--- src/rtl/rr_mux_arbiter.sv ---
// Round-robin arbiter for one shared 32-bit resource port among four requesters.
// Drives a registered 4:1 mux select and a one-hot grant; grants are held until done, withdrawal or hold timeout.
module rr_mux_arbiter #(
  parameter int unsigned N_REQ    = 4,
  parameter int unsigned MAX_HOLD = 16,
  parameter int unsigned CNT_W    = 8
) (
  input  logic             clk,
  input  logic             rst,
  input  logic [N_REQ-1:0] req,
  input  logic             done,
  output logic [1:0]       sel,
  output logic [N_REQ-1:0] gnt,
  output logic             busy,
  output logic             timeout
);

  typedef enum logic {
    IDLE,
    GRANT
  } state_t;

  state_t             state_q, state_d;
  logic [1:0]         ptr_q, ptr_d;
  logic [CNT_W-1:0]   cnt_q, cnt_d;
  logic [1:0]         sel_q, sel_d;
  logic [N_REQ-1:0]   gnt_q, gnt_d;
  logic               to_q, to_d;

  logic               hold_exp;
  logic               held;
  logic               rel;
  logic               to_only;
  logic [N_REQ-1:0]   cand;
  logic [1:0]         base;
  logic               arb;
  logic [2:0]         win;

  // Returns {found, index} of the first set bit scanning upward from base, wrapping.
  function automatic logic [2:0] pick(input logic [N_REQ-1:0] c, input logic [1:0] b);
    logic [2:0] r;
    logic [1:0] idx;
    r = '0;
    for (int unsigned i = 0; i < N_REQ; i++) begin
      idx = b + 2'(i);
      if (!r[2] && c[idx]) r = {1'b1, idx};
    end
    return r;
  endfunction

  assign hold_exp = (cnt_q == CNT_W'(MAX_HOLD - 1));
  assign held     = req[sel_q];
  assign rel      = done | ~held | hold_exp;
  // A release counts as a timeout only when neither done nor withdrawal also applies.
  assign to_only  = hold_exp & ~done & held;

  always_comb begin
    state_d = state_q;
    ptr_d   = ptr_q;
    cnt_d   = cnt_q;
    sel_d   = sel_q;
    gnt_d   = gnt_q;
    to_d    = 1'b0;
    base    = ptr_q;
    cand    = req;
    arb     = 1'b0;
    unique case (state_q)
      IDLE: begin
        arb = |req;
      end
      GRANT: begin
        if (rel) begin
          arb   = 1'b1;
          base  = sel_q + 2'd1;
          ptr_d = base;
          to_d  = to_only;
          if (to_only) cand[sel_q] = 1'b0;
        end else begin
          cnt_d = cnt_q + CNT_W'(1);
        end
      end
      default: ;
    endcase
    win = pick(cand, base);
    if (arb) begin
      if (win[2]) begin
        state_d = GRANT;
        sel_d   = win[1:0];
        gnt_d   = N_REQ'(1) << win[1:0];
        cnt_d   = '0;
      end else begin
        state_d = IDLE;
        gnt_d   = '0;
      end
    end
  end

  always_ff @(posedge clk or negedge rst) begin
    if (!rst) begin
      state_q <= IDLE;
      ptr_q   <= '0;
      cnt_q   <= '0;
      sel_q   <= '0;
      gnt_q   <= '0;
      to_q    <= 1'b0;
    end else begin
      state_q <= state_d;
      ptr_q   <= ptr_d;
      cnt_q   <= cnt_d;
      sel_q   <= sel_d;
      gnt_q   <= gnt_d;
      to_q    <= to_d;
    end
  end

  assign sel     = sel_q;
  assign gnt     = gnt_q;
  assign busy    = (state_q == GRANT);
  assign timeout = to_q;

endmodule

--- config.mk ---
export PLATFORM = sky130hd
export DESIGN_NAME = rr_mux_arbiter
export DESIGN_NICKNAME = d
export VERILOG_FILES = /design/src/rtl/rr_mux_arbiter.sv
export SDC_FILE = /design/constraint.sdc
export NUM_CORES = 1
export LEC_CHECK = 0
export BUFFER_PORTS_ARGS = -buffer_cell sky130_fd_sc_hd__buf_2
export CAP_MARGIN = 20
export CORE_MARGIN = 4
export CORE_UTILIZATION = 45
export DETAILED_ROUTE_END_ITERATION = 7
export GPL_ROUTABILITY_DRIVEN = 0
export GPL_TIMING_DRIVEN = 0
export MAX_ROUTING_LAYER = met4
export SYNTH_ARGS = -nofsm -noshare
export SYNTH_HDL_FRONTEND = slang
export SYNTH_SLANG_ARGS = --single-unit
--- constraint.sdc ---
create_clock -name clk -period 5.5 [get_ports clk]
set_input_delay 0.55 -clock clk [delete_from_list [all_inputs] [get_ports clk]]
set_output_delay 0.55 -clock clk [all_outputs]
set_load 0.005 [all_outputs]
==> results of run 1 <==
==> kinds of logic after synthesis <==
| kind of cell | count (synthesis) | synth area share (%) |
|---|---|---|
| AO/OA/AOI/OAI | 22 | 17.1 |
| AND/OR/NAND/NOR | 39 | 23.6 |
| flip-flops | 18 | 41.0 |
| XOR/XNOR | 7 | 5.58 |
| buffers and inverters | 7 | 3.07 |
| adder cells (fa/ha/maj) | 5 | 5.69 |
| multiplexers | 3 | 3.99 |
==> cells in the mapped netlist (2+ instances only) <==
cell | count | area [µm²]
dfrtp_1 | 18 | 450
nor2_2 | 8 | 50.1
inv_1 | 6 | 22.5
nand2_1 | 6 | 22.5
xor2_1 | 6 | 52.6
ha_1 | 5 | 62.6
nand3_1 | 4 | 20.0
nor2_1 | 4 | 15.0
a21boi_2 | 3 | 33.8
a21o_1 | 3 | 22.5
a22o_1 | 2 | 17.5
and2_1 | 2 | 12.5
and3_1 | 2 | 12.5
o31ai_1 | 2 | 15.0
==> routing by layer <==
metal | global-route usage (%) | routed length (µm) | vias up
met4 | 2.98 | 16 | 0
met1 | 17.1 | 1000 | 363
met3 | 3.17 | 82 | 4
met5 | - | 0 | -
met2 | 21.1 | 830 | 13
li1 | - | - | 397
==> metrics by stage <==
stage                     setup WS, ns  instance area, µm²  utilization (%)  instances
after floorplan                   3.13                1100                -        101
after global placement            2.86                1200             52.9        143
after detailed placement          2.85                1200             52.9        143
after CTS                         2.92                1240             54.5        147
after global routing              2.75                1240             54.5        147
final                             2.97                1240             54.5        147
==> worst reg2reg max path, stage by stage, from the launching register on <==
cell,delay (ns)
dfrtp_1,0.50
mux4_2,0.58
o211a_2,0.17
o21ai_1,0.19
and2_1,0.22
mux2_2,0.37
a211oi_2,0.29
a22o_1,0.17
==> flip-flops by register name (all words and copies together), names as in the netlist <==
name	cells
cnt_q	8
gnt	4
timeout	1
sel	2
ptr_q	2
busy	1
==> power by group <==
group	switching [mW]	internal, mW
clock	0.0394	0.0403
combinational	0.116	0.102
sequential	0.0241	0.160
total	0.179	0.303
==> cell usage in the layout, fill, tap and decap left out, types with 2 or more instances in the layout <==
cell type  count
nor2_1         4
a21boi_2       3
buf_2         14
nor2_2         8
and3_1         2
dfrtp_1       18
inv_1          6
o31ai_1        2
xor2_1         6
a22o_1         2
nand2_1        6
ha_1           5
clkbuf_4       3
and2_1         2
a21o_1         3
nand3_1        4
==> worst max path at each step <==
stage	from	to	slack (ns)	depth (start not counted)
CTS	sel[0]$_DFFE_PN0P_	gnt[3]$_DFFE_PN0N_	2.92	7
global placement	req[3]	gnt[1]$_DFFE_PN0N_	2.86	8
finish	sel[0]$_DFFE_PN0P_	gnt[3]$_DFFE_PN0N_	2.97	7
detailed placement	req[3]	gnt[3]$_DFFE_PN0N_	2.85	8
global route	sel[0]$_DFFE_PN0P_	gnt[3]$_DFFE_PN0N_	2.75	7
floorplan	req[3]	gnt[3]$_DFFE_PN0N_	3.13	7
==> area by class of cell <==
type	instances	area (µm²)
Clock buffer	4	36.3
Timing Repair Buffer	14	70.1
Tap cell	28	35.0
Inverter	6	22.5
Sequential cell	18	450
Multi-Input combinational cell	76	614
Buffer	1	11.3
Fill cell	199	1040
==> flow_metrics.env, run 1 <==
export IMPL_cts_inserted_buffers=3
export IMPL_p_leak_nw=0.600
export IMPL_ant_nets=0
export IMPL_power_density_nw_per_um2=389
export IMPL_ys_seq_area_share_pct=41.0
export IMPL_rows=17
export IMPL_required_ns=5.73
export IMPL_holdBufCountCts=0
export IMPL_io_buffers=14
export IMPL_drc_errors=0
export IMPL_ir_drop_uv=251
export IMPL_cts_root_buf="clkbuf_4"
export IMPL_synth_async_sr_flop_share_pct=100
export IMPL_dr_pass1_iters=4
export IMPL_synth_nets=113
export IMPL_die_area_um2=3300
export IMPL_grt_pass1_wl_mm=3.39
export IMPL_cp_arrival_ns=2.76
export IMPL_path_buf_inv=0
export IMPL_rsz0062_at_grt="false"
export IMPL_drt_iter0_drc=14
export IMPL_cp_start_kind="flop"
export IMPL_fin_nets=132
export IMPL_max_stage_delay_ns=0.58
export IMPL_syn_inst=101
export IMPL_finalMaxSlewViolations=0
export IMPL_fin_crit_sh_pct=46.1
export IMPL_insertion_delay_ns=0.29
export IMPL_r2r_start="sel[0]$_DFFE_PN0P_"
export IMPL_fin_crit_ns=2.53
export IMPL_syn_area_per_cell_um2=10.9
export IMPL_grt_usage_pct=13.3
export IMPL_cpLargestDelayFamily="multiplexers"
export IMPL_fp_dieW_um=57.4
export IMPL_hold_ws_ns=0.172
export IMPL_fmax_ghz=0.395
export IMPL_antenna_cells=0
export IMPL_path_class="flop to flop"
export IMPL_status="finished clean"
export IMPL_hpwl_mm=1.55
export IMPL_synth_enable_flop_cells=0
export IMPL_r2r_slack_ns=2.97
export IMPL_ys_warn_count=0
export IMPL_clock_skew_ns=0.00207
export IMPL_clk_path_buf_depth=2
export IMPL_drv_cap=0
export IMPL_grt_overflow_total=0
export IMPL_syn_to_final_growth_pct=12.9
export IMPL_cts_clk_slew_worst_paths_ns=0.10
export IMPL_drive_gt1_share_pct=35.3
export IMPL_finalSetupViolCount=0
export IMPL_postCtsSetupRepairBufs=0
export IMPL_synth_area_um2=1100
export IMPL_post_drt_via_cell_ratio=5.29
export IMPL_io_pins=15
export IMPL_cp_end_kind="flop"
export IMPL_wl_mm=1.93
export IMPL_grt_start_max_net_pins=19
export IMPL_rr_endpoint="gnt[3]$_DFFE_PN0N_"
export IMPL_clock_sinks=18
export IMPL_core_area_um2=2280
export IMPL_antenna_found_initial=0
export IMPL_start_util_pct=48.3
export IMPL_slew_headroom_pct=64.5
export IMPL_grt_pass1_vias=774
export IMPL_synth_main_ff_cell="dfrtp_1"
export IMPL_ys_types=44
export IMPL_finalHoldViolCount=0
export IMPL_cpMaxStageDelayCell="mux4_2"
export IMPL_path_cells="mux4_2 > o211a_2 > o21ai_1 > and2_1 > mux2_2 > a211oi_2 > a22o_1"
export IMPL_ys_ff_latch=18
export IMPL_vias=777
export IMPL_cts_tree="done"
export IMPL_power_mw=0.482
export IMPL_h_tree_depth=1
export IMPL_path_max_fanout=7
export IMPL_routedWlPerCell_um=13.1
export IMPL_post_cts_resized=0
export IMPL_fp_dieH_um=57.4
export IMPL_min_path_type="primary input to asynchronous set/reset pin"
export IMPL_worst_slew_pin_slew_ns=0.530
export IMPL_finalSetupTns_ns=0
export IMPL_ff2ff_path_depth=7
No activity file was read; power rests on OpenSTA's default activity.
==> inputs of run 2 (changes only) <==
ABC_AREA = 1   (was not set)
PLACE_DENSITY = 0.66   (was not set)
clock period = 2.03 ns   (was 5.5 ns; I/O delays follow)
==> run 2 against run 1 <==
  * The flow now finishes with violations (negative setup slack)
  * Via count grew 89%
  * Worst setup slack lost 3.3 ns
  * Synthesized cell count grew 110%
  * Maximum frequency grew 7.3%
  * Core utilization grew 12 points
  * Critical path type unchanged
  * Critical endpoint is now gnt[1]$_DFFE_PN0N_
  * Highest routed layer unchanged
==> flow_metrics.env, run 2 <==
export IMPL_status="finished, violations left"
export IMPL_violations="negative setup slack"
export IMPL_synth_nets=228
export IMPL_grt_pass1_wl_mm=6.06
export IMPL_fin_crit_ns=2.36
export IMPL_hp_start="done"
export IMPL_r2r_start="cnt_q[0]$_DFF_PN0_"
export IMPL_clk_path_buf_depth=2
export IMPL_io_pins=15
export IMPL_rr_endpoint="gnt[1]$_DFFE_PN0N_"
export IMPL_ys_types=23
export IMPL_core_area_um2=3080
export IMPL_fp_dieW_um=65.1
export IMPL_clock_sinks=18
export IMPL_hpwl_mm=2.47
export IMPL_cp_arrival_ns=2.60
export IMPL_cts_inserted_buffers=3
export IMPL_drive_gt1_share_pct=46.4
export IMPL_regMostFlops="cnt_q"
export IMPL_synth_enable_flop_cells=0
export IMPL_fin_nets=263
export IMPL_h_tree_depth=1
export IMPL_finalSetupViolCount=15
export IMPL_finalSetupTns_ns=-4.14
export IMPL_finalMaxSlewViolations=0
export IMPL_path_cells="ha_2 > nand2_2 > nor2_4 > nand3_4 > nand3_4 > nand2_4 > nand2_4 > nand2_4 > buf_8 > nand2_2 > nand2_2 > nand2_2 > inv_2 > a21boi_2 > nand2_1 > nor2_2 > nand3_1 > nand2_1"
export IMPL_final_util_pct=66.6
export IMPL_routedWlPerCell_um=12.9
export IMPL_synth_largest_area_cell="dfrtp_1"
export IMPL_antenna_cells=0
export IMPL_synthTopCellsByCount="nand2_1 (79), nand3_1 (26), inv_1 (23), nor2_1 (20), dfrtp_1 (18)"
export IMPL_synth_most_common_cell="nand2_1"
export IMPL_path_common_cell="nand2_2"
export IMPL_grt_overflow_total=0
export IMPL_min_path_type="primary input to flop"
export IMPL_path_class="flop to flop"
export IMPL_grt_usage_pct=18.4
export IMPL_grt_pass1_vias=1388
export IMPL_drt_iter0_drc=93
export IMPL_wl_mm=3.78
export IMPL_post_drt_via_cell_ratio=4.98
export IMPL_max_stage_delay_ns=0.38
export IMPL_cts_root_buf="clkbuf_4"
export IMPL_dp_cells=274
export IMPL_synth_top_cell_area_share_pct=30.7
export IMPL_final_common_cell="nand2_1"
export IMPL_hold_path_endpoint="timeout$_DFF_PN0_"
export IMPL_drc_errors=0
export IMPL_insertion_delay_ns=0.30
export IMPL_rows=20
export IMPL_syn_area_per_cell_um2=6.78
export IMPL_io_buffers=14
export IMPL_cp_end_kind="flop"
export IMPL_cts_clk_slew_worst_paths_ns=0.11
export IMPL_syn_inst=216
export IMPL_dr_pass1_iters=4
export IMPL_finalNonFillerCells=294
export IMPL_fill_cells=266
export IMPL_clock_skew_ns=0.00948
export IMPL_fin_crit_sh_pct=116
export IMPL_synth_async_sr_flop_share_pct=100
export IMPL_path_max_fanout=7
export IMPL_worst_slew_pin_slew_ns=0.426
export IMPL_r2r_slack_ns=-0.33
export IMPL_die_area_um2=4230
export IMPL_finalHoldViolCount=0
export IMPL_ys_ff_latch=18
export IMPL_pre_cts_ws_ns=-0.385
export IMPL_fmax_ghz=0.424
export IMPL_setup_ws_ns=-0.330
export IMPL_antenna_found_initial=0
export IMPL_synth_main_ff_cell="dfrtp_1"
export IMPL_cts_tree="done"
export IMPL_largest_reg_flops=8
export IMPL_fp_dieH_um=65.1
export IMPL_synth_area_um2=1470
export IMPL_ant_nets=0
export IMPL_required_ns=2.27
export IMPL_rsz0062_at_grt="true"
export IMPL_cpMaxStageDelayCell="dfrtp_1"
export IMPL_cp_start_kind="flop"
export IMPL_final_cell_mix="nand2_1 (45), nand2_2 (30), inv_1 (22)"
export IMPL_ys_top_cells_by_area="dfrtp_1 (31%), nand2_1 (20%), nand3_1 (8.9%)"
export IMPL_whs_path_depth=4
export IMPL_start_util_pct=47.6
export IMPL_drv_cap=0
export IMPL_slew_headroom_pct=71.6
export IMPL_ff2ff_path_depth=18
export IMPL_grt_start_max_net_pins=19
export IMPL_ys_seq_area_share_pct=30.7
export IMPL_vias=1465
export IMPL_ys_warn_count=0
export IMPL_syn_to_final_growth_pct=39.9
[run 2: per-stage QoR]
step	area, µm²	hold WS (ns)
floorplan	1520	-0.0926
global placement	1650	0.157
detailed placement	1650	0.164
CTS	1830	0.218
global route	2050	0.268
finish	2050	0.224
[run 2: repair_timing]
item                       CTS  global route
hold buffers                 1             0
setup endpoints to repair   15            15
pin swaps                   18             4
cloned                       1             0
gates resized for setup     17            50
hold endpoints to repair    18             0
setup buffers               10             4
[run 2: cell families (layout without fill, tap and decap cells)]
family / Yosys count / after routing / synth area share [%]
xor+xnor: 4 / 4 / 2.39
flops: 18 / 18 / 30.7
compound gates: 9 / 9 / 4.01
buf+inv: 27 / 61 / 8.45
fa+ha+maj: 5 / 5 / 4.27
simple gates: 153 / 153 / 50.1
[run 2: how the worst max path moves through the flow]
| stage | startpoint | to | cells past startpoint |
|---|---|---|---|
| detailed placement | sel[0]$_DFFE_PN0P_ | gnt[0]$_DFFE_PN0N_ | 17 |
| CTS | cnt_q[0]$_DFF_PN0_ | gnt[0]$_DFFE_PN0N_ | 19 |
| floorplan | cnt_q[0]$_DFF_PN0_ | gnt[0]$_DFFE_PN0N_ | 18 |
| global placement | cnt_q[0]$_DFF_PN0_ | gnt[0]$_DFFE_PN0N_ | 17 |
| global route | cnt_q[1]$_DFF_PN0_ | sel[1]$_DFFE_PN0P_ | 18 |
| finish | cnt_q[0]$_DFF_PN0_ | gnt[1]$_DFFE_PN0N_ | 18 |
[run 2: routing by layer]
layer / routed length (µm) / track usage [%] / part of all wire [%]
met1: 1810 / 24.9 / 48
met2: 1770 / 29.8 / 47
met3: 158 / 3.81 / 4.2
met4: 34 / 1.30 / 0.90
met5: 0 / - / 0
[run 2: cell type report]
cell class	count	area (µm²)	area share [%]
Inverter	24	92.6	4.52
Sequential cell	18	453	22.1
Timing Repair Buffer	30	204	9.95
Clock buffer	4	36.3	1.77
Multi-Input combinational cell	171	1170	57.1
Tap cell	44	55.1	2.69
Buffer	3	37.5	1.83
[run 2: worst max-delay path: cells and delay by family (launching register included)]
family / cells / cell delay, ns
AO/OA/AOI/OAI: 1 / 0.18
adder cells (fa/ha/maj): 1 / 0.20
buffers and inverters: 2 / 0.19
flip-flops: 1 / 0.38
AND/OR/NAND/NOR: 14 / 1.35
Power of run 2 is not shown: default switching activity piles up to over one toggle a cycle in this logic, so the estimate is an artifact.
==> inputs of run 3 (changes only) <==
ABC_AREA = not set   (was 1)
PLACE_DENSITY = 0.67   (was 0.66)
==> run 3 against run 2 <==
  * The flow still finishes with violations (negative setup slack)
  * Worst setup slack got worse by 0.020 ns
  * Die area is 22% lower
  * Maximum frequency decreased by 0.84%
  * Via count down 41%
  * Core utilization decreased by 2.4 points
  * Critical path depth fell by 11
  * First-iteration DRC count shrank 91%
  * Largest cell class unchanged
==> flow_metrics.env, run 3 (synthesis results as in run 1) <==
export IMPL_pwr_share_seq_pct=32.0
export IMPL_setup_ws_ns=-0.350
export IMPL_cts_tree="done"
export IMPL_vias=858
export IMPL_fin_crit_ns=2.38
export IMPL_cp_start_kind="flop"
export IMPL_final_common_cell="dfrtp_1"
export IMPL_finalMaxSlewViolations=0
export IMPL_startpoint="cnt_q[7]$_DFF_PN0_"
export IMPL_cp_end_kind="flop"
export IMPL_routedWlPerCell_um=15.5
export IMPL_drt_iter0_drc=8
export IMPL_status="finished, violations left"
export IMPL_grt_usage_pct=14.2
export IMPL_rsz0062_at_grt="true"
export IMPL_worst_slew_pin_slew_ns=0.422
export IMPL_largest_reg_flops=8
export IMPL_antenna_found_initial=0
export IMPL_fin_crit_sh_pct=117
export IMPL_p_leak_nw=0.695
export IMPL_finalSetupTns_ns=-3.85
export IMPL_ff2ff_path_depth=7
export IMPL_busiest_layer="met2"
export IMPL_dr_pass1_iters=4
export IMPL_fp_dieH_um=57.4
export IMPL_final_util_pct=64.2
export IMPL_cp_arrival_ns=2.58
export IMPL_grt_overflow_total=0
export IMPL_use_met1_pct=19.2
export IMPL_fp_dieW_um=57.4
export IMPL_post_drt_via_cell_ratio=5.40
export IMPL_gr_usage_met3_pct=4.07
export IMPL_grt_met2_usage_pct=21.5
export IMPL_rows=17
export IMPL_antenna_cells=0
export IMPL_fin_area_um2=1460
export IMPL_switchingPower_mw=0.626
export IMPL_ir_drop_uv=785
export IMPL_min_path_type="primary input to flop"
export IMPL_drive_gt1_share_pct=47.3
export IMPL_power_mw=1.57
export IMPL_clkPwrFrac_pct=12.1
export IMPL_grt_pass1_vias=824
export IMPL_grt_pass1_wl_mm=3.59
export IMPL_final_cell_mix="dfrtp_1 (17), buf_2 (14), buf_4 (11)"
export IMPL_seq_area_um2=452
export IMPL_cts_inserted_buffers=3
export IMPL_finalNonFillerCells=159
export IMPL_finalHoldViolCount=0
export IMPL_grt_start_max_net_pins=19
export IMPL_placed_area_um2=1220
export IMPL_clock_skew_ns=0.00824
export IMPL_rr_endpoint="gnt[2]$_DFFE_PN0N_"
export IMPL_cts_clk_slew_worst_paths_ns=0.11
export IMPL_required_ns=2.23
export IMPL_fmax_ghz=0.420
export IMPL_clock_sinks=18
export IMPL_p_int_mw=0.945
export IMPL_io_pins=15
export IMPL_crit_end="gnt[2]$_DFFE_PN0N_"
export IMPL_multi_input_area_um2=742
export IMPL_dp_cells=143
export IMPL_r2r_start="cnt_q[7]$_DFF_PN0_"
export IMPL_slew_headroom_pct=71.9
export IMPL_path_max_fanout=6
export IMPL_comb_power_share_pct=55.8
export IMPL_hpwl_mm=1.55
export IMPL_clk_path_buf_depth=2
export IMPL_io_buffers=14
export IMPL_power_density_nw_per_um2=1080
export IMPL_wl_mm=2.47
export IMPL_violations="negative setup slack"
export IMPL_fin_nets=144
export IMPL_die_area_um2=3300
export IMPL_ant_nets=0
export IMPL_fill_cells=189
export IMPL_cts_root_buf="clkbuf_4"
export IMPL_regMostFlops="cnt_q"
export IMPL_drv_cap=0
export IMPL_r2r_slack_ns=-0.35
export IMPL_finalSetupViolCount=14
export IMPL_drc_errors=0
export IMPL_core_area_um2=2280
export IMPL_path_class="flop to flop"
export IMPL_start_util_pct=48.3
export IMPL_insertion_delay_ns=0.29
export IMPL_h_tree_depth=1
export IMPL_syn_to_final_growth_pct=32.9
export IMPL_switching_share_pct=39.9
==> run 3: changes by cell type in the layout (fill, tap and decap cells not counted), moves of 6 or more <==
cell / before / now
nor2_1: 13 / 3
nand3_4: 6 / 0
nand3_1: 17 / 4
inv_1: 22 / 6
nor2_4: 6 / 0
nand2_1: 45 / 6
nand2_2: 30 / 0
nand3_2: 8 / 0
nand2_4: 16 / 0
==> run 3: repair_timing <==
| item | 4_1_cts | 5_1_grt |
|---|---|---|
| gates resized for setup | 1 | 17 |
| endpoints found under the hold margin | 18 | 0 |
| hold buffers | 1 | 0 |
| cloned | 0 | 0 |
| pin swaps | 2 | 12 |
| endpoints found under the setup margin | 15 | 15 |
| setup buffers | 5 | 7 |
==> run 3: worst min path at each step <==
stage                                     to  slack, ns  startpoint  cells after the start
after global routing       timeout$_DFF_PN0_       0.33        done                      3
after global placement    cnt_q[7]$_DFF_PN0_       0.15         rst                      1
after detailed placement   timeout$_DFF_PN0_       0.16         rst                      1
final                      timeout$_DFF_PN0_       0.33        done                      3
after floorplan             busy$_DFFE_PN0N_      -0.09         rst                      0
after CTS                  timeout$_DFF_PN0_       0.30        done                      3
==> run 3: critical path, stage by stage (launching register included) <==
cell      delay (ns)
dfrtp_1         0.39
or3_4           0.40
and4bb_4        0.41
a21boi_4        0.08
a21boi_4        0.16
or2_1           0.25
a221o_1         0.39
o31ai_2         0.20
==> run 3: per-layer routing <==
metal,vias to the layer above,part of all wire (%)
li1,416,-
met1,429,46
met2,11,50
met3,2,2.7
met4,0,0.53
met5,-,0
==> run 3: stage by stage <==
stage	hold slack [ns]	setup slack [ns]
floorplan	-0.0926	-0.155
global placement	0.151	-0.327
detailed placement	0.157	-0.338
CTS	0.297	-0.299
global route	0.326	-0.424
finish	0.327	-0.350
==> run 3: power by group through the flow <==
stage / clock network (mW) / logic [mW] / registers, mW
global route: 0.215 / 0.950 / 0.514
global placement: 0 / 0.617 / 0.512
floorplan: 0 / 0.477 / 0.506
detailed placement: 0 / 0.626 / 0.516
finish: 0.190 / 0.878 / 0.504
CTS: 0.197 / 0.675 / 0.495
==> run 3: area by class of cell <==
cell class,instances,share of cell area [%]
multi-input combinational,76,50.8
clock buffer,4,1.80
timing repair buffer,27,12.5
tap,28,2.40
sequential,18,30.9
inverter,6,1.54
